--- src/rtl/frv_lsu_pkg.sv ---
// Shared types and helpers for the pipelined load/store unit: access width
// encoding, the per-transaction tracking entry, strobe/lane/extension math.
package frv_lsu_pkg;

    typedef enum logic [1:0] {
        LSU_W_BYTE = 2'b00,
        LSU_W_HALF = 2'b01,
        LSU_W_WORD = 2'b10,
        LSU_W_DBL  = 2'b11
    } lsu_width_e;

    // Everything writeback needs to shape the raw read data, minus the tag.
    typedef struct packed {
        lsu_width_e width;
        logic       sgn;
        logic [2:0] off;
        logic       load;
    } lsu_entry_t;

    function automatic logic lsu_misaligned(input lsu_width_e w, input logic [2:0] a);
        logic m;
        case (w)
            LSU_W_HALF: m = a[0];
            LSU_W_WORD: m = |a[1:0];
            LSU_W_DBL:  m = |a;
            default:    m = 1'b0;
        endcase
        return m;
    endfunction

    function automatic logic [7:0] lsu_strobe(input lsu_width_e w, input logic [2:0] off);
        logic [7:0] s;
        case (w)
            LSU_W_BYTE: s = 8'h01 << off;
            LSU_W_HALF: s = 8'h03 << off;
            LSU_W_WORD: s = 8'h0F << off;
            default:    s = 8'hFF;
        endcase
        return s;
    endfunction

    // Store data is replicated so every lane carries it; the strobe picks the lane.
    function automatic logic [63:0] lsu_replicate(input logic [63:0] d, input lsu_width_e w);
        logic [63:0] r;
        case (w)
            LSU_W_BYTE: r = {8{d[7:0]}};
            LSU_W_HALF: r = {4{d[15:0]}};
            LSU_W_WORD: r = {2{d[31:0]}};
            default:    r = d;
        endcase
        return r;
    endfunction

    function automatic logic [63:0] lsu_extend(input logic [63:0] raw, input lsu_width_e w,
                                               input logic sgn, input logic [2:0] off);
        logic [63:0] s;
        logic [63:0] r;
        s = raw >> {off, 3'b000};
        case (w)
            LSU_W_BYTE: r = {{56{sgn & s[7]}}, s[7:0]};
            LSU_W_HALF: r = {{48{sgn & s[15]}}, s[15:0]};
            LSU_W_WORD: r = {{32{sgn & s[31]}}, s[31:0]};
            default:    r = s;
        endcase
        return r;
    endfunction

endpackage

--- src/rtl/frv_lsu_tag_fifo.sv ---
// In-order tracking FIFO for outstanding accesses. Each slot carries a squash
// bit; i_flush marks every slot so drained entries are dropped, not retired.
module frv_lsu_tag_fifo #(
    parameter int DEPTH = 4,
    parameter int DW    = 8
) (
    input  logic          i_clk,
    input  logic          i_rst,
    input  logic          i_push,
    input  logic [DW-1:0] i_data,
    input  logic          i_pop,
    input  logic          i_flush,
    output logic          o_full,
    output logic          o_empty,
    output logic [DW-1:0] o_head,
    output logic          o_head_sq
);

    localparam int PW = (DEPTH > 1) ? $clog2(DEPTH) : 1;
    localparam int CW = $clog2(DEPTH + 1);

    logic [DW-1:0]    r_mem [DEPTH];
    logic [DEPTH-1:0] r_sq;
    logic [PW-1:0]    r_wr;
    logic [PW-1:0]    r_rd;
    logic [CW-1:0]    r_count;
    logic             w_push;
    logic             w_pop;

    // A push is refused while full, even if a pop frees a slot this cycle.
    assign w_push    = i_push && !o_full;
    assign w_pop     = i_pop && !o_empty;
    assign o_full    = (r_count == CW'(DEPTH));
    assign o_empty   = (r_count == '0);
    assign o_head    = r_mem[r_rd];
    assign o_head_sq = r_sq[r_rd];

    always_ff @(posedge i_clk) begin
        if (w_push) r_mem[r_wr] <= i_data;
    end

    always_ff @(posedge i_clk or posedge i_rst) begin
        if (i_rst) begin
            r_wr    <= '0;
            r_rd    <= '0;
            r_count <= '0;
            r_sq    <= '0;
        end else begin
            if (w_push) r_wr <= (r_wr == PW'(DEPTH - 1)) ? '0 : r_wr + PW'(1);
            if (w_pop)  r_rd <= (r_rd == PW'(DEPTH - 1)) ? '0 : r_rd + PW'(1);
            case ({w_push, w_pop})
                2'b10:   r_count <= r_count + CW'(1);
                2'b01:   r_count <= r_count - CW'(1);
                default: r_count <= r_count;
            endcase
            // Free slots get marked too; a later push clears its own bit.
            if (i_flush) r_sq <= '1;
            if (w_push)  r_sq[r_wr] <= 1'b0;
        end
    end

endmodule

--- src/rtl/frv_lsu_pipelined.sv ---
// Pipelined load/store unit: up to DEPTH outstanding dmem accesses, retired in
// order with load alignment/extension. Define FRV_LSU_TRACE_EN for rsp_addr/rsp_wdata.
module frv_lsu_pipelined
    import frv_lsu_pkg::*;
#(
    parameter int XLEN  = 32,
    parameter int DEPTH = 4,
    parameter int TAGW  = 5
) (
    input  logic              g_clk,
    input  logic              g_reset,
    input  logic              flush,
    input  logic              hold_lsu_req,
    input  logic              lsu_valid,
    output logic              lsu_ready,
    input  logic [XLEN-1:0]   lsu_addr,
    input  logic [XLEN-1:0]   lsu_wdata,
    input  logic              lsu_load,
    input  logic              lsu_store,
    input  logic [1:0]        lsu_width,
    input  logic              lsu_signed,
    input  logic [TAGW-1:0]   lsu_tag,
    output logic              lsu_a_error,
    output logic              dmem_req,
    output logic              dmem_wen,
    output logic [XLEN/8-1:0] dmem_strb,
    output logic [XLEN-1:0]   dmem_wdata,
    output logic [XLEN-1:0]   dmem_addr,
    input  logic              dmem_gnt,
    input  logic              dmem_recv,
    output logic              dmem_ack,
    input  logic [XLEN-1:0]   dmem_rdata,
    input  logic              dmem_error,
    output logic              rsp_valid,
    input  logic              rsp_ready,
    output logic [XLEN-1:0]   rsp_rdata,
    output logic [TAGW-1:0]   rsp_tag,
    output logic              rsp_load,
    output logic              rsp_error
`ifdef FRV_LSU_TRACE_EN
   ,output logic [XLEN-1:0]   rsp_addr,
    output logic [XLEN-1:0]   rsp_wdata
`endif
);

    localparam int SW = XLEN / 8;
    localparam int OW = $clog2(SW);
    localparam int EW = $bits(lsu_entry_t);
`ifdef FRV_LSU_TRACE_EN
    localparam int DW = TAGW + EW + 2 * XLEN;
`else
    localparam int DW = TAGW + EW;
`endif

    lsu_width_e    w_width;
    lsu_entry_t    w_entry;
    lsu_entry_t    w_head_entry;
    logic [DW-1:0] w_push_data;
    logic [DW-1:0] w_head_data;
    logic          w_op;
    logic          w_misal;
    logic          w_push;
    logic          w_pop;
    logic          w_keep;
    logic          w_full;
    logic          w_empty;
    logic          w_head_sq;
    logic [XLEN-1:0] w_ext;

    logic            r_rsp_valid;
    logic [XLEN-1:0] r_rsp_rdata;
    logic [TAGW-1:0] r_rsp_tag;
    logic            r_rsp_load;
    logic            r_rsp_error;

    assign w_width = lsu_width_e'(lsu_width);
    assign w_op    = lsu_load || lsu_store;
    assign w_misal = lsu_misaligned(w_width, lsu_addr[2:0]);

    always_comb begin
        w_entry       = '0;
        w_entry.width = w_width;
        w_entry.sgn   = lsu_signed;
        w_entry.off   = 3'(lsu_addr[OW-1:0]);
        w_entry.load  = lsu_load;
    end

    // Handshakes: a request transfers when lsu_valid && lsu_ready (grant, or a
    // misaligned reject), a bus response when dmem_recv && dmem_ack, and a
    // retired access when rsp_valid && rsp_ready; each valid holds until then.
    assign lsu_a_error = lsu_valid && w_op && w_misal;
    assign dmem_req    = lsu_valid && w_op && !w_misal && !w_full && !hold_lsu_req && !flush;
    assign w_push      = dmem_req && dmem_gnt;
    assign lsu_ready   = w_push || lsu_a_error;
    assign dmem_wen    = lsu_store;
    assign dmem_addr   = {lsu_addr[XLEN-1:OW], {OW{1'b0}}};
    assign dmem_strb   = SW'(lsu_strobe(w_width, w_entry.off));
    assign dmem_wdata  = XLEN'(lsu_replicate(64'(lsu_wdata), w_width));

`ifdef FRV_LSU_TRACE_EN
    assign w_push_data = {lsu_addr, lsu_wdata, lsu_tag, w_entry};
`else
    assign w_push_data = {lsu_tag, w_entry};
`endif

    frv_lsu_tag_fifo #(.DEPTH(DEPTH), .DW(DW)) u_fifo (
        .i_clk     (g_clk),
        .i_rst     (g_reset),
        .i_push    (w_push),
        .i_data    (w_push_data),
        .i_pop     (w_pop),
        .i_flush   (flush),
        .o_full    (w_full),
        .o_empty   (w_empty),
        .o_head    (w_head_data),
        .o_head_sq (w_head_sq)
    );

    // The head popped during a flush cycle is one of the flushed accesses, so it
    // is acked and dropped just like an already-squashed entry.
    assign w_head_entry = lsu_entry_t'(w_head_data[EW-1:0]);
    assign dmem_ack     = !w_empty && (w_head_sq || flush || !r_rsp_valid || rsp_ready);
    assign w_pop        = dmem_recv && dmem_ack;
    assign w_keep       = w_pop && !w_head_sq && !flush;
    assign w_ext        = XLEN'(lsu_extend(64'(dmem_rdata), w_head_entry.width,
                                           w_head_entry.sgn, w_head_entry.off));

    always_ff @(posedge g_clk or posedge g_reset) begin
        if (g_reset) begin
            r_rsp_valid <= 1'b0;
            r_rsp_rdata <= '0;
            r_rsp_tag   <= '0;
            r_rsp_load  <= 1'b0;
            r_rsp_error <= 1'b0;
        end else if (flush) begin
            r_rsp_valid <= 1'b0;
        end else if (w_keep) begin
            r_rsp_valid <= 1'b1;
            r_rsp_rdata <= w_head_entry.load ? w_ext : '0;
            r_rsp_tag   <= w_head_data[EW +: TAGW];
            r_rsp_load  <= w_head_entry.load;
            r_rsp_error <= dmem_error;
        end else if (rsp_ready) begin
            r_rsp_valid <= 1'b0;
        end
    end

`ifdef FRV_LSU_TRACE_EN
    logic [XLEN-1:0] r_rsp_addr;
    logic [XLEN-1:0] r_rsp_wdata;

    always_ff @(posedge g_clk or posedge g_reset) begin
        if (g_reset) begin
            r_rsp_addr  <= '0;
            r_rsp_wdata <= '0;
        end else if (w_keep) begin
            r_rsp_wdata <= w_head_data[EW + TAGW +: XLEN];
            r_rsp_addr  <= w_head_data[EW + TAGW + XLEN +: XLEN];
        end
    end

    assign rsp_addr  = r_rsp_addr;
    assign rsp_wdata = r_rsp_wdata;
`endif

    assign rsp_valid = r_rsp_valid;
    assign rsp_rdata = r_rsp_rdata;
    assign rsp_tag   = r_rsp_tag;
    assign rsp_load  = r_rsp_load;
    assign rsp_error = r_rsp_error;

endmodule
--- config.mk ---
export PLATFORM = sky130hd
export DESIGN_NAME = frv_lsu_pipelined
export DESIGN_NICKNAME = d
export VERILOG_FILES = /design/src/rtl/frv_lsu_pkg.sv /design/src/rtl/frv_lsu_tag_fifo.sv /design/src/rtl/frv_lsu_pipelined.sv
export SDC_FILE = /design/constraint.sdc
export NUM_CORES = 1
export LEC_CHECK = 0
export BUFFER_PORTS_ARGS = -buffer_cell sky130_fd_sc_hd__clkbuf_2
export CELL_PAD_IN_SITES_DETAIL_PLACEMENT = 1
export CELL_PAD_IN_SITES_GLOBAL_PLACEMENT = 2
export CORE_MARGIN = 10
export CORE_UTILIZATION = 27
export CTS_BUF_LIST = sky130_fd_sc_hd__clkbuf_8
export DETAILED_ROUTE_END_ITERATION = 12
export PLACE_DENSITY_LB_ADDON = 0.1
export SLEW_MARGIN = 15
export SYNTH_ARGS = -nofsm -noshare
export SYNTH_HDL_FRONTEND = slang
export SYNTH_HIERARCHICAL = 1
export SYNTH_SLANG_ARGS = --single-unit
--- constraint.sdc ---
create_clock -name g_clk -period 2.7 [get_ports g_clk]
set_input_delay 0.405 -clock g_clk [delete_from_list [all_inputs] [get_ports g_clk]]
set_output_delay 0.405 -clock g_clk [all_outputs]
set_load 0.005 [all_outputs]
### Yosys cells after proc, flatten, opt, wreduce, memory -nomap -nowiden

Memories as Yosys holds them, arrays and structs flattened.
Cells that the tools add are included.

* register bits after elaboration: 51
* bits in writable memories: 44
* bits of input ports: 115
* output and inout bits: 113
* word-level logic and storage cells: 89
* memories kept: 1

Memory list
* u_fifo.r_mem: words 4, width 11, rd ports 1, clocked after memory_dff 0, write ports 1, line frv_lsu_tag_fifo.sv:22 `logic [DW-1:0] r_mem [DEPTH];`

* $add $sub $neg: 4
* magnitude comparators: 3
* eq/ne operators: 10
* shift-type cells: 4
* multiplexer cells: 19
* bitwise logic cells: 5
* reduce and logical (&&, ||, !) cells: 34

Operators by type and width (count)
* one-hot mux 32 bit (3 select lines): 2
* two-way mux 32 bit: 1
* right shift 32 x 6 -> 32 bit: 1
* logical AND 1 bit: 14
* equality test 2 bit, second input constant: 6
* one-hot mux 4 bit (3 select lines): 1
* two-way mux 4 bit: 2
* zero test 1 bit: 7
* two-way mux 1 bit: 7
* equality test 2 x 1 -> 1 bit, second input constant: 3
* < comparator 2 x 3 -> 1 bit, second input constant: 2
* one-hot mux 3 bit (2 select lines): 1
* logical OR 1 bit: 5
* adder 2 x 1 -> 2 bit, second input constant: 2
* bitwise AND 4 bit: 1
* zero test 2 bit: 2
* two-way mux 2 bit: 2
* inverter 4 bit: 1
* left shift 1 x 2 -> 4 bit, first input constant: 1
* left shift 2 x 2 -> 4 bit, first input constant: 1
* left shift 4 x 2 -> 4 bit, first input constant: 1
* adder 3 x 1 -> 3 bit, second input constant: 1
* equality test 3 bit, second input constant: 1
* zero test 3 bit: 1
* 12 further kinds: 13

### Longest topological paths before layout

Gate-level depths: netlist (run 1).

* depth in word-level cells: 11
* depth in mapped cells: 16
* gate-level depth less buffers: 14

### By module

Netlist (run 1), hierarchy kept.

By module, submodules not included
* frv_lsu_pipelined: times used 1, cells each 330, area an instance 2975.4 sq um
* frv_lsu_tag_fifo: times used 1, cells each 118, area an instance 2359.8 sq um

### Least setup slack after synthesis (run 1)

OpenSTA, ideal clock, no wires.

* path kind: input to register
* start point: input lsu_width[1]
* end point: register u_fifo.r_count[2]
* setup time: 0.125 ns
* arrival: 2.545 ns
* required time: 2.575 ns
* setup slack: 0.029 ns
* cell stages on the path: 16
* path through: inv_1 -> ha_1 -> clkbuf_1 -> nor2_1 -> nor2_1 -> o21ai_0 -> nor3b_1 -> nor2b_1 -> buf_6 -> inv_1 -> ha_1 -> inv_1 -> fa_1 -> xor2_1 -> nor2_1 -> xor2_1

* longest elaborated chain between the ends: 11
* elaborated cells between the ends (all ways): 15
* those cells by class: eq/ne (5); mux (2); reduce/logical (8)

Ends and longest elaborated chain
* start: declaration: line frv_lsu_pipelined.sv:20 `input logic [1:0] lsu_width,`
* equality test 2 bit / equality test 2 x 1 -> 1 bit (equally long branches): line frv_lsu_pkg.sv:22 `case (w)`
* one-hot mux 1 bit (3 select lines) *: line frv_lsu_pkg.sv:22
* zero test 1 bit *: line frv_lsu_pipelined.sv:92 `assign dmem_req = lsu_valid && w_op && !w_misal && !w_full && !hold_lsu_req && !flush;`
* logical AND 1 bit * (4 in series): line frv_lsu_pipelined.sv:92
* logical AND 1 bit *: line frv_lsu_pipelined.sv:93 `assign w_push = dmem_req && dmem_gnt;`
* net w_push: line frv_lsu_pipelined.sv:62 `logic w_push;`
* logical AND 1 bit *: line frv_lsu_tag_fifo.sv:31 `assign w_push = i_push && !o_full;`
* equality test 2 x 1 -> 1 bit / equality test 2 bit (equally long branches): line frv_lsu_tag_fifo.sv:51 `case ({w_push, w_pop})`
* one-hot mux 3 bit (2 select lines) / nonzero test 2 bit (equally long branches)
* end signal: assignment: line frv_lsu_tag_fifo.sv:52 `2'b10: r_count <= r_count + CW'(1);`
* end signal: assignment: line frv_lsu_tag_fifo.sv:53 `2'b01: r_count <= r_count - CW'(1);`
* end signal: assignment: line frv_lsu_tag_fifo.sv:54 `default: r_count <= r_count;`
* end: declaration: line frv_lsu_tag_fifo.sv:26 `logic [CW-1:0] r_count;`

The timed path passes the listed nets; every way through them passes the cells marked *.
A chain may end at the register's enable or synchronous reset.

### Worst setup path after layout (run 1)

* start point: register u_fifo.r_rd[0]
* end point: register r_rsp_rdata[23] (netlist: rsp_rdata[23])

* elaborated cells between the ends (all ways): 20
* those cells by class: eq/ne (2); shift (1); mux (4); bitwise (2); reduce/logical (10); memory (1)

RTL lines
* start: declaration: line frv_lsu_tag_fifo.sv:25 `logic [PW-1:0] r_rd;`
* start signal: assignment: line frv_lsu_tag_fifo.sv:50 `if (w_pop) r_rd <= (r_rd == PW'(DEPTH - 1)) ? '0 : r_rd + PW'(1);`
* memory read (4 x 11 bit) *
* net w_head_data[1]: line frv_lsu_pipelined.sv:59 `logic [DW-1:0] w_head_data;`
* right shift 32 x 6 -> 32 bit *: line frv_lsu_pkg.sv:58 `s = raw >> {off, 3'b000};`
* bitwise AND 1 bit, on equally long branches: line frv_lsu_pkg.sv:61, frv_lsu_pkg.sv:60
* one-hot mux 32 bit (3 select lines) *: line frv_lsu_pkg.sv:59 `case (w)`
* two-way mux 32 bit *: line frv_lsu_pipelined.sv:139 `r_rsp_rdata <= w_head_entry.load ? w_ext : '0;`
* end signal: assignment: line frv_lsu_pipelined.sv:139
* end: declaration: line frv_lsu_pipelined.sv:71 `logic [XLEN-1:0] r_rsp_rdata;`

The timed path passes the listed nets; every way through them passes the cells marked *. The select of a mux whose other input is x is not followed.

==> impl_metrics.py, run 1 <==
metrics = {
    "clock_network": {
        "cts.root.buffer_cell": "clkbuf_8",
        "insertion_delay_ns": 0.38,
        "post_cts_buffers": 0,
        "cts.reportedPaths.clkPinSlew_ns": 0.10,
        "holdBufCountCts": 0,
        "cts-root-to-sink-buffers": 2,
        "numCtsBuffers": 9,
        "postCtsResizedCells": 1,
        "htree_num_levels": 3,
        "cts.sinks": 99,
        "cts_tree": "yes",
    },
    "drt": {
        "wirelength_um": 16900,
        "drt_iter0_markers": 134,
        "dr.pass1.iters": 4,
        "wire_per_inst_um": 19.4,
        "ant_nets": 0,
        "vias": 4030,
        "via_per_inst": 4.63,
        "drc": 0,
    },
    "global_route": {
        "antenna_found_initial": 0,
        "track_usage_pct": 13.1,
        "grt_pass1_wl_um": 26800,
        "grt_pass1_vias": 4564,
        "grt_overflow": 0,
        "grt_max_degree": 43,
    },
    "timing": {
        "slew_headroom_pct": 59.3,
        "fmax_mhz": 403,
        "worst_slew_pin_slew_ns": 0.608,
        "slew_viol_final": 0,
        "rsz0062_at_grt": "no",
        "setup_viol": 0,
        "hold_violations": 0,
        "min_period_over_period_pct": 91.9,
        "setup_ws_ns": 0.218,
        "clock_skew_ns": 0.0229,
        "finalCriticalPeriod_ns": 2.48,
    },
    "power": {
        "p_int_mw": 3.20,
        "power.total_mw": 5.03,
        "comb_power_share_pct": 42.8,
        "p_leak_nw": 3.00,
        "pwr-share-seq_pct": 40.0,
        "clock_power_share_pct": 17.2,
        "switching_share_pct": 36.5,
        "netSwitchingPower_mw": 1.84,
        "vdd_drop_max_mv": 0.279,
        "cellPowerDensity_nw_per_um2": 767,
    },
    "worst_setup_path": {
        "worst-path-buf-inv": 0,
        "cp_slowest_stage_delay_ns": 0.62,
        "crit_path_start_kind": "flop",
        "arrival_ns": 2.78,
        "worstSetupEndpointType": "flop",
        "crit_family": "multiplexers",
        "slowest_stage": "mux4_2",
        "crit_type": "flop to flop",
        "path_cells": "mux4_2 > mux2i_1 > mux4_2 > o311a_4 > nor3_2",
        "crit_top_cell": "mux4_2",
        "cp_max_fo": 8,
        "worstPathRequired_ns": 3.00,
    },
    "place": {
        "gp_congestion": 0.736,
        "place_ws_ns": -0.0417,
        "placement.io_buffers": 167,
        "dp.cells": 854,
        "hpwl_um": 13700,
    },
    "finish": {
        "layout-drive-gt1-share_pct": 42.3,
        "fin_cells": 870,
        "fin_nets": 727,
        "n_antenna_cell": 0,
        "area_growth_syn_to_layout_pct": 23.0,
    },
    "floorplan": {
        "rows": 51,
        "die_x_um": 161,
        "ios": 228,
        "core_um2": 19500,
        "dieArea_um2": 25800,
        "fp.dieH_um": 161,
        "start_util_pct": 27.4,
    },
    "synth": {
        "yosys-top-cells-count": "nand2_1 (56), dfrtp_1 (51), edfxtp_1 (48), buf_4 (41), nor2_1 (27)",
        "netlist_instances": 448,
        "synth_area_leader_cell": "edfxtp_1",
        "synth_seq_area_share_pct": 50.9,
        "async_flop_share_pct": 51.5,
        "synth_cell_types": 47,
        "syn_avg_cell_area_um2": 11.9,
        "ys_ff_latch": 99,
        "synth_enable_flop_cells": 48,
        "synth_top_cell_area_share_pct": 27.0,
        "synthMostInstantiatedCell": "nand2_1",
        "yosysWarnings": 6,
        "synth_area_leaders": "edfxtp_1 (27%), dfrtp_1 (24%), mux4_2 (6.3%)",
        "ys.flop_type": "dfrtp_1",
        "synth_area_um2": 5340,
    },
    "worst_hold_path": {
        "min_path_type": "input pin to async pin",
    },
    "run_status": {
        "status": "finished clean",
    },
    "run": {
        "cap_violations": 0,
    },
}
## layer usage
| layer | up-vias | track usage [%] | routed length [um] |
|---|---|---|---|
| li1 | 1890 | - | - |
| met1 | 2015 | 15.3 | 7030 |
| met2 | 104 | 23.2 | 8720 |
| met3 | 21 | 3.37 | 948 |
| met4 | 0 | 3.96 | 201 |
| met5 | - | 0 | 0 |
## cell type report
| type | instances | area (um2) |
|---|---|---|
| Multi-Input combinational cell | 276 | 2160 |
| Fill cell | 2256 | 12900 |
| Clock inverter | 7 | 38.8 |
| Sequential cell | 99 | 2720 |
| Timing Repair Buffer | 200 | 1130 |
| Tap cell | 265 | 332 |
| Inverter | 14 | 52.6 |
| Clock buffer | 9 | 124 |
## cell families (layout without fill, tap and decap cells)
logic type / Yosys count / in the layout / share of synthesized area (%)
buffers and inverters: 78 / 230 / 9.03
DFF: 99 / 99 / 50.9
adders and majority gates: 12 / 12 / 2.95
and+or+nand+nor: 109 / 109 / 9.55
muxes: 52 / 52 / 13.8
other: 1 / 6 / 0.0703
AOI/OAI and AO/OA: 94 / 94 / 13.2
xor gates and xnor gates: 3 / 3 / 0.493
## power groups by stage
stage	Sequential (mW)	Clock (mW)	Combinational (mW)
2_1_floorplan	2.02	0	1.44
3_3_place_gp	2.05	0	2.15
5_1_grt	2.06	0.966	2.40
4_1_cts	2.02	0.906	2.22
3_5_place_dp	2.06	0	2.20
6_report	2.01	0.865	2.16
## cells in the final DEF (no fill, tap or decap), types with 2 or more instances in the layout
master	count
nor3_1	4
clkbuf_2	167
and2_1	5
nand2b_1	6
nor2_1	27
mux4_2	15
conb_1	6
a22oi_1	8
a21oi_1	22
o21ai_1	11
clkbuf_8	9
a221o_1	8
nand2_1	56
a211oi_2	7
inv_1	18
xor2_1	2
ha_1	11
o2bb2ai_1	7
nor2b_1	2
a22o_1	16
buf_4	29
dfrtp_1	50
edfxtp_1	48
mux2_1	4
o21ai_0	9
mux2_2	14
buf_12	4
mux2i_1	18
## final timing paths
path | from | to | slack, ns | depth (start not counted)
max | u_fifo/r_rd[0]$_DFFE_PP0P_ | rsp_rdata[23]$_DFFE_PP0P_ | 0.22 | 5
min | g_reset | u_fifo/r_sq[0]$_DFF_PP0_ | 0.009 | 2
max reg2reg | u_fifo/r_rd[0]$_DFFE_PP0P_ | rsp_rdata[23]$_DFFE_PP0P_ | 0.22 | 5
min reg2reg | rsp_tag[2]$_DFFE_PP0P_ | rsp_tag[2]$_DFFE_PP0P_ | 0.49 | 2
max in group asynchronous | g_reset | rsp_rdata[0]$_DFFE_PP0P_ | 2.17 | 3
min in group g_clk | dmem_error | rsp_error$_DFFE_PP0P_ | 0.23 | 3
## registers in the layout, indices dropped and copies added (netlist names)
signal	count
rsp_error	1
u_fifo/r_wr	2
rsp_valid	1
rsp_load	1
rsp_tag	5
u_fifo/r_rd	2
u_fifo/r_count	3
rsp_rdata	32
u_fifo/r_mem	48
u_fifo/r_sq	4
## worst reg2reg max path: cells and delay by family (launching register included)
family / cells / cell delay, ns
compound gates: 1 / 0.45
flops: 1 / 0.44
mux: 3 / 1.34
simple gates: 1 / 0.18
## through the flow
stage | utilization [%] | instance area (um2) | TNS (ns) | hold slack, ns
2_1_floorplan | - | 5350 | 0 | 0.257
3_5_place_dp | 32.8 | 6390 | -0.0441 | 0.443
3_3_place_gp | 32.8 | 6390 | 0 | 0.431
5_1_grt | 33.7 | 6560 | 0 | 0.0484
4_1_cts | 33.7 | 6560 | 0 | 0.00934
6_report | 33.7 | 6560 | 0 | 0.00916
Power figures use the tool's default switching activity.
==> run 2, diff against run 1 <==
--- a/config.mk
+++ b/config.mk
@@ -5,12 +5,14 @@
 export SDC_FILE = /design/constraint.sdc
 export NUM_CORES = 1
 export LEC_CHECK = 0
+export ABC_AREA = 1
 export BUFFER_PORTS_ARGS = -buffer_cell sky130_fd_sc_hd__clkbuf_2
 export CELL_PAD_IN_SITES_DETAIL_PLACEMENT = 1
 export CELL_PAD_IN_SITES_GLOBAL_PLACEMENT = 2
 export CORE_MARGIN = 10
-export CORE_UTILIZATION = 27
+export CORE_UTILIZATION = 25
 export CTS_BUF_LIST = sky130_fd_sc_hd__clkbuf_8
+export CTS_CLUSTER_SIZE = 40
 export DETAILED_ROUTE_END_ITERATION = 12
 export PLACE_DENSITY_LB_ADDON = 0.1
 export SLEW_MARGIN = 15
==> run 2 against run 1 <==
Compared with the run above:
- register-to-register slack gained 0.15 ns
- synthesized cell count grew 67%
- synthesized area increased by 9.2%
- count of clock-buffer cells in the layout is the same
- worst setup slack improved by 0.15 ns
- utilization is 2.9 points lower
- final area up 7.0%
- clock skew decreased by 0.0050 ns
- largest power group unchanged
==> impl_metrics.py, run 2 <==
metrics = {
    "drt": {
        "drc": 0,
        "drt_iter0_markers": 247,
        "dr.pass1.iters": 4,
        "wirelength_um": 19100,
        "via_per_inst": 4.28,
        "wire_per_inst_um": 15.9,
        "ant_nets": 0,
        "vias": 5163,
    },
    "clock_network": {
        "cts.reportedPaths.clkPinSlew_ns": 0.10,
        "post_cts_buffers": 0,
        "postCtsResizedCells": 0,
        "insertion_delay_ns": 0.37,
        "numCtsBuffers": 9,
        "cts.root.buffer_cell": "clkbuf_8",
        "htree_num_levels": 3,
        "cts_tree": "yes",
        "cts.sinks": 99,
        "holdBufCountCts": 0,
        "cts-root-to-sink-buffers": 2,
    },
    "global_route": {
        "grt_pass1_wl_um": 30900,
        "track_usage_pct": 12.8,
        "grt_overflow": 0,
        "antenna_found_initial": 0,
        "grt_max_degree": 43,
        "grt_pass1_vias": 5663,
    },
    "place": {
        "hpwl_um": 15600,
        "placement.io_buffers": 167,
        "gp_congestion": 0.831,
        "place_ws_ns": 0.00759,
        "postPlaceCellArea_um2": 6830,
    },
    "finish": {
        "mostFrequentLayoutCell": "nand2_1",
        "fin_nets": 1014,
        "area_growth_syn_to_layout_pct": 20.6,
        "layout-drive-gt1-share_pct": 25.1,
        "n_antenna_cell": 0,
        "nFillCells": 2847,
        "layout_common_cells": "nand2_1 (276), clkbuf_2 (167), inv_1 (95)",
        "design_area_um2": 7020,
        "top_register": "u_fifo/r_mem",
        "largest_reg_flops": 48,
    },
    "floorplan": {
        "start_util_pct": 25.6,
        "fp.dieH_um": 173,
        "dieArea_um2": 29800,
        "rows": 55,
        "core_um2": 22800,
        "ios": 228,
        "die_x_um": 173,
    },
    "synth": {
        "synth_area_leader_cell": "edfxtp_1",
        "ys.flop_type": "dfrtp_1",
        "synth_area_um2": 5820,
        "synthMostInstantiatedCell": "nand2_1",
        "syn_avg_cell_area_um2": 7.80,
        "synth_seq_area_share_pct": 46.7,
        "yosys-top-cells-count": "nand2_1 (276), inv_1 (94), dfrtp_1 (51), edfxtp_1 (48), buf_4 (44)",
        "yosysWarnings": 6,
        "async_flop_share_pct": 51.5,
        "ys_ff_latch": 99,
        "synth_cell_types": 34,
        "synth_top_cell_area_share_pct": 24.7,
        "netlist_instances": 747,
        "synth_enable_flop_cells": 48,
        "synth_area_leaders": "edfxtp_1 (25%), dfrtp_1 (22%), nand2_1 (18%)",
    },
    "power": {
        "power.total_mw": 6.06,
        "cellPowerDensity_nw_per_um2": 863,
        "vdd_drop_max_mv": 0.290,
        "p_leak_nw": 3.72,
    },
    "worst_setup_path": {
        "cp_max_fo": 15,
        "worstPathRequired_ns": 2.97,
        "crit_path_start_kind": "flop",
        "reg2reg_depth": 16,
        "arrival_ns": 2.61,
        "crit_type": "flop to flop",
        "worstSetupEndpointType": "flop",
    },
    "timing": {
        "setup_viol": 0,
        "fmax_mhz": 428,
        "setup_ws_ns": 0.365,
        "slew_viol_final": 0,
        "rsz0062_at_grt": "no",
        "worst_slew_pin_slew_ns": 0.610,
        "min_period_over_period_pct": 86.5,
        "final.setup.tns_ns": 0,
        "clock_skew_ns": 0.0179,
        "hold_violations": 0,
        "finalCriticalPeriod_ns": 2.33,
        "slew_headroom_pct": 59.1,
    },
    "run": {
        "cap_violations": 0,
    },
    "worst_hold_path": {
        "min_path_type": "input pin to async pin",
    },
    "run_status": {
        "status": "finished clean",
    },
}
-- run 2: stage by stage --
stage               hold WS (ns)  cells  utilization, %
finish                    0.0104   1205            30.8
global route              0.0280   1205            30.8
CTS                      0.00399   1205            30.8
detailed placement         0.431   1189            30.0
global placement           0.429   1189            30.0
floorplan                  0.257    752               -
-- run 2: final timing paths --
check / start / to / slack, ns
worst max-delay path: u_fifo/r_rd[1]$_DFFE_PP0P_ / u_fifo/r_count[2]$_DFFE_PP0P_ / 0.37
min in group g_clk: dmem_error / rsp_error$_DFFE_PP0P_ / 0.23
worst min-delay path: g_reset / rsp_valid$_DFFE_PP0P_ / 0.01
max in group asynchronous: g_reset / rsp_rdata[24]$_DFFE_PP0P_ / 1.98
worst max register to register: u_fifo/r_rd[1]$_DFFE_PP0P_ / u_fifo/r_count[2]$_DFFE_PP0P_ / 0.37
worst min register to register: rsp_rdata[17]$_DFFE_PP0P_ / rsp_rdata[17]$_DFFE_PP0P_ / 0.49
-- run 2: where the power goes --
group	leakage, nW	internal, mW	switching, mW
clock	0.107	0.429	0.517
sequential	1.09	1.87	0.208
combinational	2.52	1.11	1.93
-- run 2: final cells by class --
cell class	count	area [um2]	share of cell area [%]
Sequential cell	99	2720	38.7
Multi-Input combinational cell	480	2250	32.1
Timing Repair Buffer	195	1080	15.4
Tap cell	313	392	5.58
Inverter	102	383	5.45
Clock buffer	9	124	1.76
Clock inverter	7	68.8	0.980
-- run 2: worst max-delay path, cell delays in order, from the launching register on --
cell and delay [ns]:
dfrtp_1 0.37, buf_4 0.24, o211ai_1 0.13, nand2_1 0.11, nor2_2 0.05, nand3_2 0.07
nand3_1 0.07, inv_1 0.10, nand2_1 0.10, inv_1 0.09, ha_1 0.17, inv_1 0.07
fa_1 0.39, nand2_1 0.11, nand3_1 0.08, nand2_1 0.06, nand2_1 0.05
-- run 2: cells by family (layout without fill, tap and decap cells) --
| kind of cell | after synthesis | after routing | synth area share (%) |
|---|---|---|---|
| compound gates | 97 | 97 | 9.92 |
| fa+ha+maj | 12 | 12 | 2.71 |
| flops | 99 | 99 | 46.7 |
| other cells | 1 | 6 | 0.0644 |
| simple gates | 364 | 364 | 25.5 |
| buf+inv | 173 | 313 | 15.0 |
| xor+xnor | 1 | 1 | 0.150 |
-- run 2: per-layer routing --
metal | track usage, % | share of wire (%) | up-vias
met3 | 3.75 | 4.9 | 11
met2 | 22.8 | 50 | 141
li1 | - | - | 2595
met5 | 0 | 0 | -
met4 | 1.74 | 0.63 | 0
met1 | 15.0 | 44 | 2416
==> run 3, diff against run 2 <==
--- a/config.mk
+++ b/config.mk
@@ -9,6 +9,7 @@
 export BUFFER_PORTS_ARGS = -buffer_cell sky130_fd_sc_hd__clkbuf_2
 export CELL_PAD_IN_SITES_DETAIL_PLACEMENT = 1
 export CELL_PAD_IN_SITES_GLOBAL_PLACEMENT = 2
+export CORE_ASPECT_RATIO = 0.75
 export CORE_MARGIN = 10
 export CORE_UTILIZATION = 25
 export CTS_BUF_LIST = sky130_fd_sc_hd__clkbuf_8
==> run 3 against run 2 <==
Compared with the run above:
- utilization down 0.29 points
- flip-flop and latch count unchanged
- fmax down 1.5%
- cell count down 1.3%
- count of clock-buffer cells in the layout unchanged
- global-route usage up 0.43 points
- largest cell class unchanged
==> impl_metrics.py, run 3 (synthesis gave the netlist of run 2 again) <==
metrics = {
    "run_status": {
        "status": "finished clean",
    },
    "floorplan": {
        "ios": 228,
        "rows": 48,
        "dieArea_um2": 29900,
        "die_x_um": 196,
        "fp.dieH_um": 152,
        "start_util_pct": 25.4,
        "core_um2": 22900,
    },
    "worst_setup_path": {
        "crit_type": "flop to flop",
        "crit_top_cell": "nand2_1",
        "arrival_ns": 2.65,
        "slowest_stage": "fa_1",
        "path_cells": "buf_4 > o211ai_1 > nand2_1 > nor2_2 > nand3_2 > nand3_1 > inv_1 > nand2_1 > inv_1 > ha_1 > inv_1 > fa_1 > nand2_1 > nand3_1 > nand2_1 > nand2_1",
        "crit_family": "simple AND/OR/NAND/NOR gates",
        "worstPathRequired_ns": 2.98,
        "worstSetupEndpointType": "flop",
        "crit_path_start_kind": "flop",
        "cp_slowest_stage_delay_ns": 0.39,
        "cp_max_fo": 15,
        "worst-path-buf-inv": 4,
    },
    "finish": {
        "area_growth_syn_to_layout_pct": 20.3,
        "layout_common_cells": "nand2_1 (276), clkbuf_2 (167), inv_1 (93)",
        "n_antenna_cell": 0,
        "fin_cells": 1189,
        "fin_nets": 1011,
        "largest_reg_flops": 48,
        "nFillCells": 2848,
        "mostFrequentLayoutCell": "nand2_1",
        "fin_util_pct": 30.5,
        "top_register": "u_fifo/r_mem",
        "layout-drive-gt1-share_pct": 25.1,
    },
    "power": {
        "clock_power_share_pct": 17.9,
        "switching_share_pct": 44.5,
        "power.total_mw": 6.24,
        "pwr-share-seq_pct": 33.1,
        "vdd_drop_max_mv": 0.269,
        "p_int_mw": 3.46,
        "netSwitchingPower_mw": 2.78,
        "comb_power_share_pct": 49.0,
        "p_leak_nw": 3.70,
        "cellPowerDensity_nw_per_um2": 891,
    },
    "timing": {
        "clock_skew_ns": 0.0114,
        "hold_violations": 0,
        "slew_headroom_pct": 40.2,
        "fmax_mhz": 422,
        "fin_hold_ws_ns": 0.0434,
        "worst_slew_pin_slew_ns": 0.892,
        "slew_viol_final": 0,
        "finalCriticalPeriod_ns": 2.37,
        "setup_viol": 0,
        "final.setup.tns_ns": 0,
        "rsz0062_at_grt": "no",
        "min_period_over_period_pct": 87.8,
    },
    "run": {
        "cap_violations": 0,
    },
    "global_route": {
        "grt_max_degree": 36,
        "grt_overflow": 0,
        "antenna_found_initial": 0,
        "grt_pass1_vias": 5709,
        "track_usage_pct": 13.2,
        "grt_pass1_wl_um": 31700,
    },
    "clock_network": {
        "htree_num_levels": 3,
        "cts_tree": "yes",
        "postCtsResizedCells": 0,
        "cts-root-to-sink-buffers": 2,
        "post_cts_buffers": 0,
        "cts.reportedPaths.clkPinSlew_ns": 0.10,
        "numCtsBuffers": 9,
        "cts.sinks": 99,
        "insertion_delay_ns": 0.39,
        "cts.root.buffer_cell": "clkbuf_8",
        "holdBufCountCts": 0,
    },
    "place": {
        "placement.io_buffers": 167,
        "hpwl_um": 16000,
        "gp_congestion": 0.756,
        "dp.cells": 1173,
    },
    "worst_hold_path": {
        "min_path_type": "input pin to async pin",
    },
    "drt": {
        "ant_nets": 0,
        "drt_iter0_markers": 225,
        "dr.pass1.iters": 6,
        "vias": 5202,
        "wirelength_um": 20000,
        "via_per_inst": 4.38,
        "wire_per_inst_um": 16.8,
        "drc": 0,
    },
}
[run 3: through the flow]
| stage | area, um2 | worst slack [ns] |
|---|---|---|
| CTS | 7010 | 0.325 |
| floorplan | 5840 | 0.208 |
| detailed placement | 6780 | 0.113 |
| finish | 7010 | 0.330 |
| global route | 7010 | 0.110 |
| global placement | 6780 | 0.239 |
[run 3: power by group through the flow]
stage          Clock, mW  Sequential [mW]  Combinational (mW)
4_1_cts             1.18             2.07                3.13
6_report            1.12             2.06                3.06
5_1_grt             1.23             2.11                3.52
2_1_floorplan          0             2.09                2.04
3_3_place_gp           0             2.09                3.07
3_5_place_dp           0             2.10                3.11
[run 3: worst register-to-register path: stages (launching register included)]
cell      delay [ns]
dfrtp_1         0.38
buf_4           0.25
o211ai_1        0.13
nand2_1         0.12
nor2_2          0.06
nand3_2         0.07
nand3_1         0.07
inv_1           0.10
nand2_1         0.11
inv_1           0.08
ha_1            0.16
inv_1           0.06
fa_1            0.39
nand2_1         0.12
nand3_1         0.08
nand2_1         0.07
nand2_1         0.05
[run 3: routing by layer]
layer,wire length [um],global-route usage [%]
met2,8830,20.7
met5,0,0
met3,1390,4.64
met4,218,3.19
met1,9590,16.9
[run 3: path summary, 6_finish.rpt]
path / start / endpoint / slack [ns] / cells after the start
worst max-delay path: u_fifo/r_rd[1]$_DFFE_PP0P_ / u_fifo/r_count[2]$_DFFE_PP0P_ / 0.33 / 16
worst min-delay path: g_reset / u_fifo/r_count[0]$_DFFE_PP0P_ / 0.04 / 2
worst max register to register: u_fifo/r_rd[1]$_DFFE_PP0P_ / u_fifo/r_count[2]$_DFFE_PP0P_ / 0.33 / 16
worst min register to register: rsp_tag[2]$_DFFE_PP0P_ / rsp_tag[2]$_DFFE_PP0P_ / 0.49 / 2
max in group asynchronous: g_reset / rsp_rdata[23]$_DFFE_PP0P_ / 1.87 / 3
min in group g_clk: dmem_error / rsp_error$_DFFE_PP0P_ / 0.22 / 3
[run 3: area by class of cell]
class / count / area (um2) / area share (%)
clock buffer: 9 / 124 / 1.77
clock inverter: 7 / 105 / 1.50
inverter: 102 / 383 / 5.46
multi-input combinational: 480 / 2250 / 32.2
sequential: 99 / 2720 / 38.8
tap: 300 / 375 / 5.36
timing repair buffer: 192 / 1050 / 15.0
